--- src/rtl/mult_pipe_if.sv ---
// rtl/mult_pipe_if.sv - operand/result handshake bundle for mult_pipe (out_overflow only with MULT_PIPE_OVF_EN)
interface mult_pipe_if #(
    parameter int WIDTH = 32,
    parameter int TAG_W = 5
);
    logic               in_valid;
    logic               in_ready;
    logic               in_signed;
    logic [WIDTH-1:0]   in_a;
    logic [WIDTH-1:0]   in_b;
    logic [TAG_W-1:0]   in_tag;
    logic               out_valid;
    logic               out_ready;
    logic [2*WIDTH-1:0] out_prod;
    logic [TAG_W-1:0]   out_tag;
    logic               out_iszero;
    logic               out_ispositive;
`ifdef MULT_PIPE_OVF_EN
    logic               out_overflow;
`endif

    modport slave (
`ifdef MULT_PIPE_OVF_EN
        output out_overflow,
`endif
        input  in_valid, in_signed, in_a, in_b, in_tag, out_ready,
        output in_ready, out_valid, out_prod, out_tag, out_iszero, out_ispositive
    );

    modport master (
`ifdef MULT_PIPE_OVF_EN
        input  out_overflow,
`endif
        output in_valid, in_signed, in_a, in_b, in_tag, out_ready,
        input  in_ready, out_valid, out_prod, out_tag, out_iszero, out_ispositive
    );
endinterface

--- src/rtl/mult_pipe.sv ---
// rtl/mult_pipe.sv - elastic pipelined signed/unsigned multiplier; MULT_PIPE_OVF_EN adds out_overflow
module mult_pipe #(
    parameter int WIDTH  = 32,
    parameter int STAGES = 3,
    parameter int TAG_W  = 5
) (
    input  logic    clock,
    input  logic    reset,
    input  logic    flush,
    mult_pipe_if.slave bus
);
    localparam int PW = 2 * WIDTH;
    localparam int L  = STAGES - 1;

    logic [STAGES-1:0] r_valid;
    logic [STAGES-1:0] w_adv;
    logic              w_accept;

    logic [WIDTH-1:0]  r_mag_a;
    logic [WIDTH-1:0]  r_mag_b;
    logic              r_neg0;
    logic              r_zero0;
    logic [TAG_W-1:0]  r_tag0;

    logic [PW-1:0]     r_prod [1:L];
    logic              r_neg  [1:L];
    logic              r_zero [1:L];
    logic [TAG_W-1:0]  r_tag  [1:L];

`ifdef MULT_PIPE_OVF_EN
    logic              r_sgn0;
    logic              r_sgn  [1:L];
`endif

    logic              w_neg_a;
    logic              w_neg_b;
    logic [WIDTH-1:0]  w_abs_a;
    logic [WIDTH-1:0]  w_abs_b;
    logic [PW-1:0]     w_mag_prod;
    logic [PW-1:0]     w_prod_out;

    // A stage may move when some stage above it is empty or the consumer takes the head.
    always_comb begin
        logic room;
        w_adv = '0;
        room  = bus.out_ready;
        for (int i = L; i >= 0; i--) begin
            w_adv[i] = r_valid[i] & room;
            room     = room | ~r_valid[i];
        end
    end

    assign bus.in_ready = ~r_valid[0] | w_adv[0];
    assign w_accept     = bus.in_valid & bus.in_ready;

    assign w_neg_a    = bus.in_signed & bus.in_a[WIDTH-1];
    assign w_neg_b    = bus.in_signed & bus.in_b[WIDTH-1];
    assign w_abs_a    = w_neg_a ? -bus.in_a : bus.in_a;
    assign w_abs_b    = w_neg_b ? -bus.in_b : bus.in_b;
    assign w_mag_prod = PW'(r_mag_a) * PW'(r_mag_b);

    always_ff @(posedge clock or negedge reset) begin
        if (!reset) begin
            r_valid <= '0;
            r_mag_a <= '0;
            r_mag_b <= '0;
            r_neg0  <= 1'b0;
            r_zero0 <= 1'b0;
            r_tag0  <= '0;
`ifdef MULT_PIPE_OVF_EN
            r_sgn0  <= 1'b0;
`endif
            for (int i = 1; i < STAGES; i++) begin
                r_prod[i] <= '0;
                r_neg[i]  <= 1'b0;
                r_zero[i] <= 1'b0;
                r_tag[i]  <= '0;
`ifdef MULT_PIPE_OVF_EN
                r_sgn[i]  <= 1'b0;
`endif
            end
        end else if (flush) begin
            r_valid <= '0;
            r_mag_a <= '0;
            r_mag_b <= '0;
            r_neg0  <= 1'b0;
            r_zero0 <= 1'b0;
            r_tag0  <= '0;
`ifdef MULT_PIPE_OVF_EN
            r_sgn0  <= 1'b0;
`endif
            for (int i = 1; i < STAGES; i++) begin
                r_prod[i] <= '0;
                r_neg[i]  <= 1'b0;
                r_zero[i] <= 1'b0;
                r_tag[i]  <= '0;
`ifdef MULT_PIPE_OVF_EN
                r_sgn[i]  <= 1'b0;
`endif
            end
        end else begin
            if (w_accept) begin
                r_valid[0] <= 1'b1;
                r_mag_a    <= w_abs_a;
                r_mag_b    <= w_abs_b;
                r_neg0     <= w_neg_a ^ w_neg_b;
                r_zero0    <= (bus.in_a == '0) | (bus.in_b == '0);
                r_tag0     <= bus.in_tag;
`ifdef MULT_PIPE_OVF_EN
                r_sgn0     <= bus.in_signed;
`endif
            end else if (w_adv[0] || !r_valid[0]) begin
                r_valid[0] <= 1'b0;
                r_mag_a    <= '0;
                r_mag_b    <= '0;
                r_neg0     <= 1'b0;
                r_zero0    <= 1'b0;
                r_tag0     <= '0;
`ifdef MULT_PIPE_OVF_EN
                r_sgn0     <= 1'b0;
`endif
            end

            if (w_adv[0]) begin
                r_valid[1] <= 1'b1;
                r_prod[1]  <= w_mag_prod;
                r_neg[1]   <= r_neg0;
                r_zero[1]  <= r_zero0;
                r_tag[1]   <= r_tag0;
`ifdef MULT_PIPE_OVF_EN
                r_sgn[1]   <= r_sgn0;
`endif
            end else if (w_adv[1] || !r_valid[1]) begin
                r_valid[1] <= 1'b0;
                r_prod[1]  <= '0;
                r_neg[1]   <= 1'b0;
                r_zero[1]  <= 1'b0;
                r_tag[1]   <= '0;
`ifdef MULT_PIPE_OVF_EN
                r_sgn[1]   <= 1'b0;
`endif
            end

            // Remaining stages only delay the product so the multiplier can be retimed across them.
            for (int i = 2; i < STAGES; i++) begin
                if (w_adv[i-1]) begin
                    r_valid[i] <= 1'b1;
                    r_prod[i]  <= r_prod[i-1];
                    r_neg[i]   <= r_neg[i-1];
                    r_zero[i]  <= r_zero[i-1];
                    r_tag[i]   <= r_tag[i-1];
`ifdef MULT_PIPE_OVF_EN
                    r_sgn[i]   <= r_sgn[i-1];
`endif
                end else if (w_adv[i] || !r_valid[i]) begin
                    r_valid[i] <= 1'b0;
                    r_prod[i]  <= '0;
                    r_neg[i]   <= 1'b0;
                    r_zero[i]  <= 1'b0;
                    r_tag[i]   <= '0;
`ifdef MULT_PIPE_OVF_EN
                    r_sgn[i]   <= 1'b0;
`endif
                end
            end
        end
    end

    // Data registers are zero in an empty stage, so the negate never leaks a value.
    assign w_prod_out         = r_neg[L] ? -r_prod[L] : r_prod[L];
    assign bus.out_valid      = r_valid[L];
    assign bus.out_prod       = w_prod_out;
    assign bus.out_tag        = r_tag[L];
    assign bus.out_iszero     = r_zero[L];
    assign bus.out_ispositive = r_valid[L] & ~r_zero[L] & ~r_neg[L];

`ifdef MULT_PIPE_OVF_EN
    logic [WIDTH:0] w_hi_s;
    assign w_hi_s = w_prod_out[PW-1:WIDTH-1];
    assign bus.out_overflow = r_valid[L] &
        (r_sgn[L] ? ~((&w_hi_s) | ~(|w_hi_s)) : (|w_prod_out[PW-1:WIDTH]));
`endif
endmodule

--- src/flat_wrapper.sv ---
// flat-port wrapper written by rule: the top's interface ports become plain ports
module mult_pipe_flat 
#(
    parameter int WIDTH  = 32,
    parameter int STAGES = 3,
    parameter int TAG_W  = 5
)
  (clock, reset, flush, bus_in_valid, bus_in_signed, bus_in_a, bus_in_b, bus_in_tag, bus_out_ready, bus_in_ready, bus_out_valid, bus_out_prod, bus_out_tag, bus_out_iszero, bus_out_ispositive);
  mult_pipe_if #(.WIDTH(WIDTH), .TAG_W(TAG_W)) bus_i ();
  input  logic clock;
  input  logic reset;
  input  logic flush;
  input wire logic [$bits(bus_i.in_valid)-1:0] bus_in_valid;
  input wire logic [$bits(bus_i.in_signed)-1:0] bus_in_signed;
  input wire logic [$bits(bus_i.in_a)-1:0] bus_in_a;
  input wire logic [$bits(bus_i.in_b)-1:0] bus_in_b;
  input wire logic [$bits(bus_i.in_tag)-1:0] bus_in_tag;
  input wire logic [$bits(bus_i.out_ready)-1:0] bus_out_ready;
  output wire logic [$bits(bus_i.in_ready)-1:0] bus_in_ready;
  output wire logic [$bits(bus_i.out_valid)-1:0] bus_out_valid;
  output wire logic [$bits(bus_i.out_prod)-1:0] bus_out_prod;
  output wire logic [$bits(bus_i.out_tag)-1:0] bus_out_tag;
  output wire logic [$bits(bus_i.out_iszero)-1:0] bus_out_iszero;
  output wire logic [$bits(bus_i.out_ispositive)-1:0] bus_out_ispositive;
  assign bus_i.in_valid = bus_in_valid;
  assign bus_i.in_signed = bus_in_signed;
  assign bus_i.in_a = bus_in_a;
  assign bus_i.in_b = bus_in_b;
  assign bus_i.in_tag = bus_in_tag;
  assign bus_i.out_ready = bus_out_ready;
  assign bus_in_ready = bus_i.in_ready;
  assign bus_out_valid = bus_i.out_valid;
  assign bus_out_prod = bus_i.out_prod;
  assign bus_out_tag = bus_i.out_tag;
  assign bus_out_iszero = bus_i.out_iszero;
  assign bus_out_ispositive = bus_i.out_ispositive;
  mult_pipe #(.WIDTH(WIDTH), .STAGES(STAGES), .TAG_W(TAG_W)) u_core (.clock(clock), .reset(reset), .flush(flush), .bus(bus_i));
endmodule
--- config.mk ---
export PLATFORM = sky130hd
export DESIGN_NAME = mult_pipe_flat
export DESIGN_NICKNAME = d
export VERILOG_FILES = /design/src/rtl/mult_pipe_if.sv /design/src/rtl/mult_pipe.sv /design/src/flat_wrapper.sv
export SDC_FILE = /design/constraint.sdc
export NUM_CORES = 2
export LEC_CHECK = 0
export CAP_MARGIN = 25
export CORE_AREA = 5 5 265 267
export CTS_CLUSTER_SIZE = 24
export DETAILED_ROUTE_END_ITERATION = 12
export DIE_AREA = 0 0 270 272
export MAX_ROUTING_LAYER = met4
export PLACE_DENSITY = 0.82
export SYNTH_ARGS = -nofsm -noshare
export SYNTH_HDL_FRONTEND = slang
export SYNTH_SLANG_ARGS = --single-unit
export TNS_END_PERCENT = 10
--- constraint.sdc ---
create_clock -name clock -period 10.4 [get_ports clock]
set_clock_uncertainty 0.2 [all_clocks]
set_input_delay 2.08 -clock clock [delete_from_list [all_inputs] [get_ports clock]]
set_output_delay 2.08 -clock clock [all_outputs]
set_load 0.1 [all_outputs]
==> Implementation_results.wiki <==
{| class="wikitable"
! Metric !! Value
|-
| Outcome || complete, no violations
|-
| YS warnings || 0
|-
| Number of synthesized register bits || 216
|-
| Tot GR Track Use || 0.332
|-
| Post-CTS Hold Fix Bufs || 0
|-
| Portion of the post-synthesis area used by sequential elements || 0.125
|-
| Internal power consumption || 1.82 mW
|-
| Clk pin slew, worst setup/hold paths || 0.06 ns
|-
| Post-layout net count || 5884
|-
| Antenna-violating nets left || 0
|-
| Cell Pwr Density || 65.2 mW/mm^2
|-
| Post-layout worst setup margin || 0.965 ns
|-
| Family with the most delay on the worst path || adder cells
|-
| Drt total wl || 117000 microns
|-
| Die Footprint || 0.0734 sq mm
|-
| Kind of launch point of the worst setup path || flop
|-
| Cell occurring most often along the worst timing path || fa_1
|-
| Met3 wire len || 7160 microns
|-
| Clock latency on the worst-skew pair || 0.59 ns
|-
| Die span in x || 270 microns
|-
| Leakage || 23.1 nW
|-
| Mean Syn Cell Area || 9.27 sq um
|-
| Fmax || 0.106 GHz
|-
| Final Hold Vio Count || 0
|-
| Vias per cell || 5.95
|-
| Detailed placer's ending HPWL || 90900 microns
|-
| Actual slew at the worst max-slew pin || 1.14 ns
|-
| Required @ worst endpoint || 10.64 ns
|-
| Data arrival, critical path || 9.67 ns
|-
| Post-route clock period utilization || 0.907
|-
| Combinational fraction of design power || 0.391
|-
| Reported max-cap violation count || 0
|-
| Cell with the biggest individual delay on the critical path || dfrtp_1
|-
| Initial standard-cell utilization of the core || 0.638
|-
| Cell area after technology mapping || 0.0433 sq mm
|-
| Minimum clock period after layout || 9.43 ns
|-
| Main synth FF type || dfrtp_1
|-
| WL met2 || 59600 microns
|-
| Pin count of the biggest net entering global routing || 80
|-
| Clock tree from TritonCTS || yes
|-
| Main area contributors after synthesis || fa_1 (41%), dfrtp_1 (12%), and2_1 (8.6%)
|-
| Deepest level of the CTS H-tree || 1
|-
| Setup slack after placement || 1.26 ns
|-
| Number of distinct library cells after synthesis || 63
|-
| Met1 wire length || 40400 microns
|-
| Clock Power Share || 0.300
|-
| Last weighted congestion value of the routability-driven placer || 0.960
|-
| Commonest cells post-synth || fa_1 (896), inv_1 (873), nand2_1 (632)
|-
| Hold WC Path Type || flop to flop
|-
| Average wire length per cell after detail routing || 21.0 microns
|-
| Crit path buf inv count || 3
|-
| Wire length of the first global-routing pass || 188000 microns
|-
| CP Cell Sequence || buf_4, and2_1, fa_1, fa_1, inv_1, fa_1, fa_1, inv_1, fa_1, fa_1, fa_1, fa_1, ha_1, nand2_1, or3_1, o21ai_0, a31oi_1, o41ai_1, a21oi_1, o41a_1, nor3_1, o31a_1, o31ai_1
|-
| Clk Tree Root Cell || clkbuf_16
|-
| Final setup violation count || 0
|-
| Cell row count || 96
|-
| Worst max-slew margin expressed relative to the limit || 0.240
|-
| Input/output buffers || 147
|-
| Via Count || 33000
|-
| Crit path kind || flop to flop
|-
| Most frequent cell after synthesis || fa_1
|-
| Share of synthesized registers carrying an async set or reset || 1.00
|-
| Initial detailed-routing violation count || 2316
|-
| Total clock sinks || 216
|-
| Area leader, netlist || fa_1
|-
| Synthesized netlist net count || 5911
|-
| Remaining global-route overflow || 0
|-
| Endpoint type of the worst setup path || flop
|-
| Largest incremental delay on the critical path || 1.04 ns
|-
| RSZ-0062 raised after global routing || no
|-
| Uppermost layer routed || met4
|-
| Top cell type's share of synthesized area || 0.414
|-
| Number of antenna violations at the first check in global routing || 1
|-
| Die boundary height || 272 microns
|-
| Max-slew violation count || 0
|-
| # DRC || 0
|-
| Via count of the first global-routing pass || 35700
|-
| Maximum number of buffers from clock root to sink || 3
|-
| Relative contribution of sequential cells to total power || 0.309
|-
| Number of I/O pins || 148
|-
| Clock buffer count from CTS || 25
|-
| Peak supply drop || 0.000117 V
|-
| Post-cts sizing count || 0
|-
| Post-Syn Instances || 4674
|-
| CP max FO || 20
|-
| Count of flip-flops with a built-in enable after synthesis || 0
|-
| Sw Share || 0.399
|-
| Fraction of final layout cells sized beyond drive strength 1 || 0.0305
|-
| Post-CTS setup buffer count || 0
|-
| Switching component of the power || 1.21 mW
|-
| Router iterations before antenna repair || 6
|-
| Setup tns final || 0 ns
|-
| Layout Area Growth over Synthesis || 7.38%
|-
| Core area || 0.0679 sq mm
|}
final timing paths:
check,start,endpoint,slack [ns],depth (start not counted)
min in group asynchronous,reset,u_core.r_tag0[3],1.27,1
setup / recovery,u_core.r_mag_a[19],u_core.r_prod[126],0.97,23
hold reg to reg,u_core.r_prod[106],u_core.r_prod[42],0.27,1
hold / removal,u_core.r_prod[106],u_core.r_prod[42],0.27,1
max in group asynchronous,reset,u_core.r_mag_a[2],7.44,2
setup reg to reg,u_core.r_mag_a[19],u_core.r_prod[126],0.97,23
metal layers:
metal | up-vias | global-route usage
li1 | 14100 | -
met1 | 17000 | 0.379
met2 | 1420 | 0.566
met3 | 522 | 0.0351
met4 | 0 | 0.205
met5 | - | -
sequential cells by signal (all words and copies together), names as in the netlist:
signal                 cells
u_core.r_neg0              1
u_core.r_tag               5
u_core.r_neg               2
u_core.bus.out_iszero      1
u_core.r_tag0              5
u_core.r_mag_a            32
u_core.r_mag_b            32
u_core.bus.out_tag         5
u_core.r_valid             3
u_core.r_zero0             1
u_core.r_prod            128
u_core.r_zero              1
per-stage QoR:
step                      hold WS [ns]  instance area (sq um)  utilization  total power, mW  instances
after CTS                        0.266                  46300        0.683             3.02       5538
after global placement           0.264                  45300        0.668             2.07       5488
after floorplan                  0.250                  43300            -             1.68       4674
after detailed placement         0.271                  45500        0.671             2.11       5495
final                            0.269                  46500        0.686             3.03       5546
after global routing             0.295                  46500        0.686             3.19       5545
power groups by stage:
stage                     registers, mW  logic [mW]  clock network, mW
after floorplan                   0.900       0.783                  0
after global placement            0.959        1.12                  0
after detailed placement          0.954        1.16                  0
after CTS                         0.939        1.17              0.917
after global routing              0.936        1.31              0.951
final                             0.935        1.19              0.910
kinds of logic after synthesis:
kind of cell,synth area share
mux,0.000693
fa+ha+maj,0.491
buf+inv,0.101
simple gates,0.170
xor+xnor,0.0360
flops,0.125
compound gates,0.0777
placed cells by master, fill, tap and decap left out, types with 101 or more instances in the layout:
cell	n
o21ai_0	181
and2_1	596
a21oi_1	101
xnor2_1	134
dfrtp_1	214
fa_1	896
inv_1	873
clkdlybuf4s50_1	146
ha_1	266
nand2_1	632
area by class of cell:
class                           instances  area, sq um
Inverter                              873         3280
Sequential cell                       216         5410
Multi-Input combinational cell       3305        33600
Antenna cell                            1         2.50
Tap cell                              882         1100
Timing Repair Buffer                  226         2320
Clock inverter                         11          149
Fill cell                            5096        21300
Clock buffer                           32          672
Power figures use the tool's default switching activity.
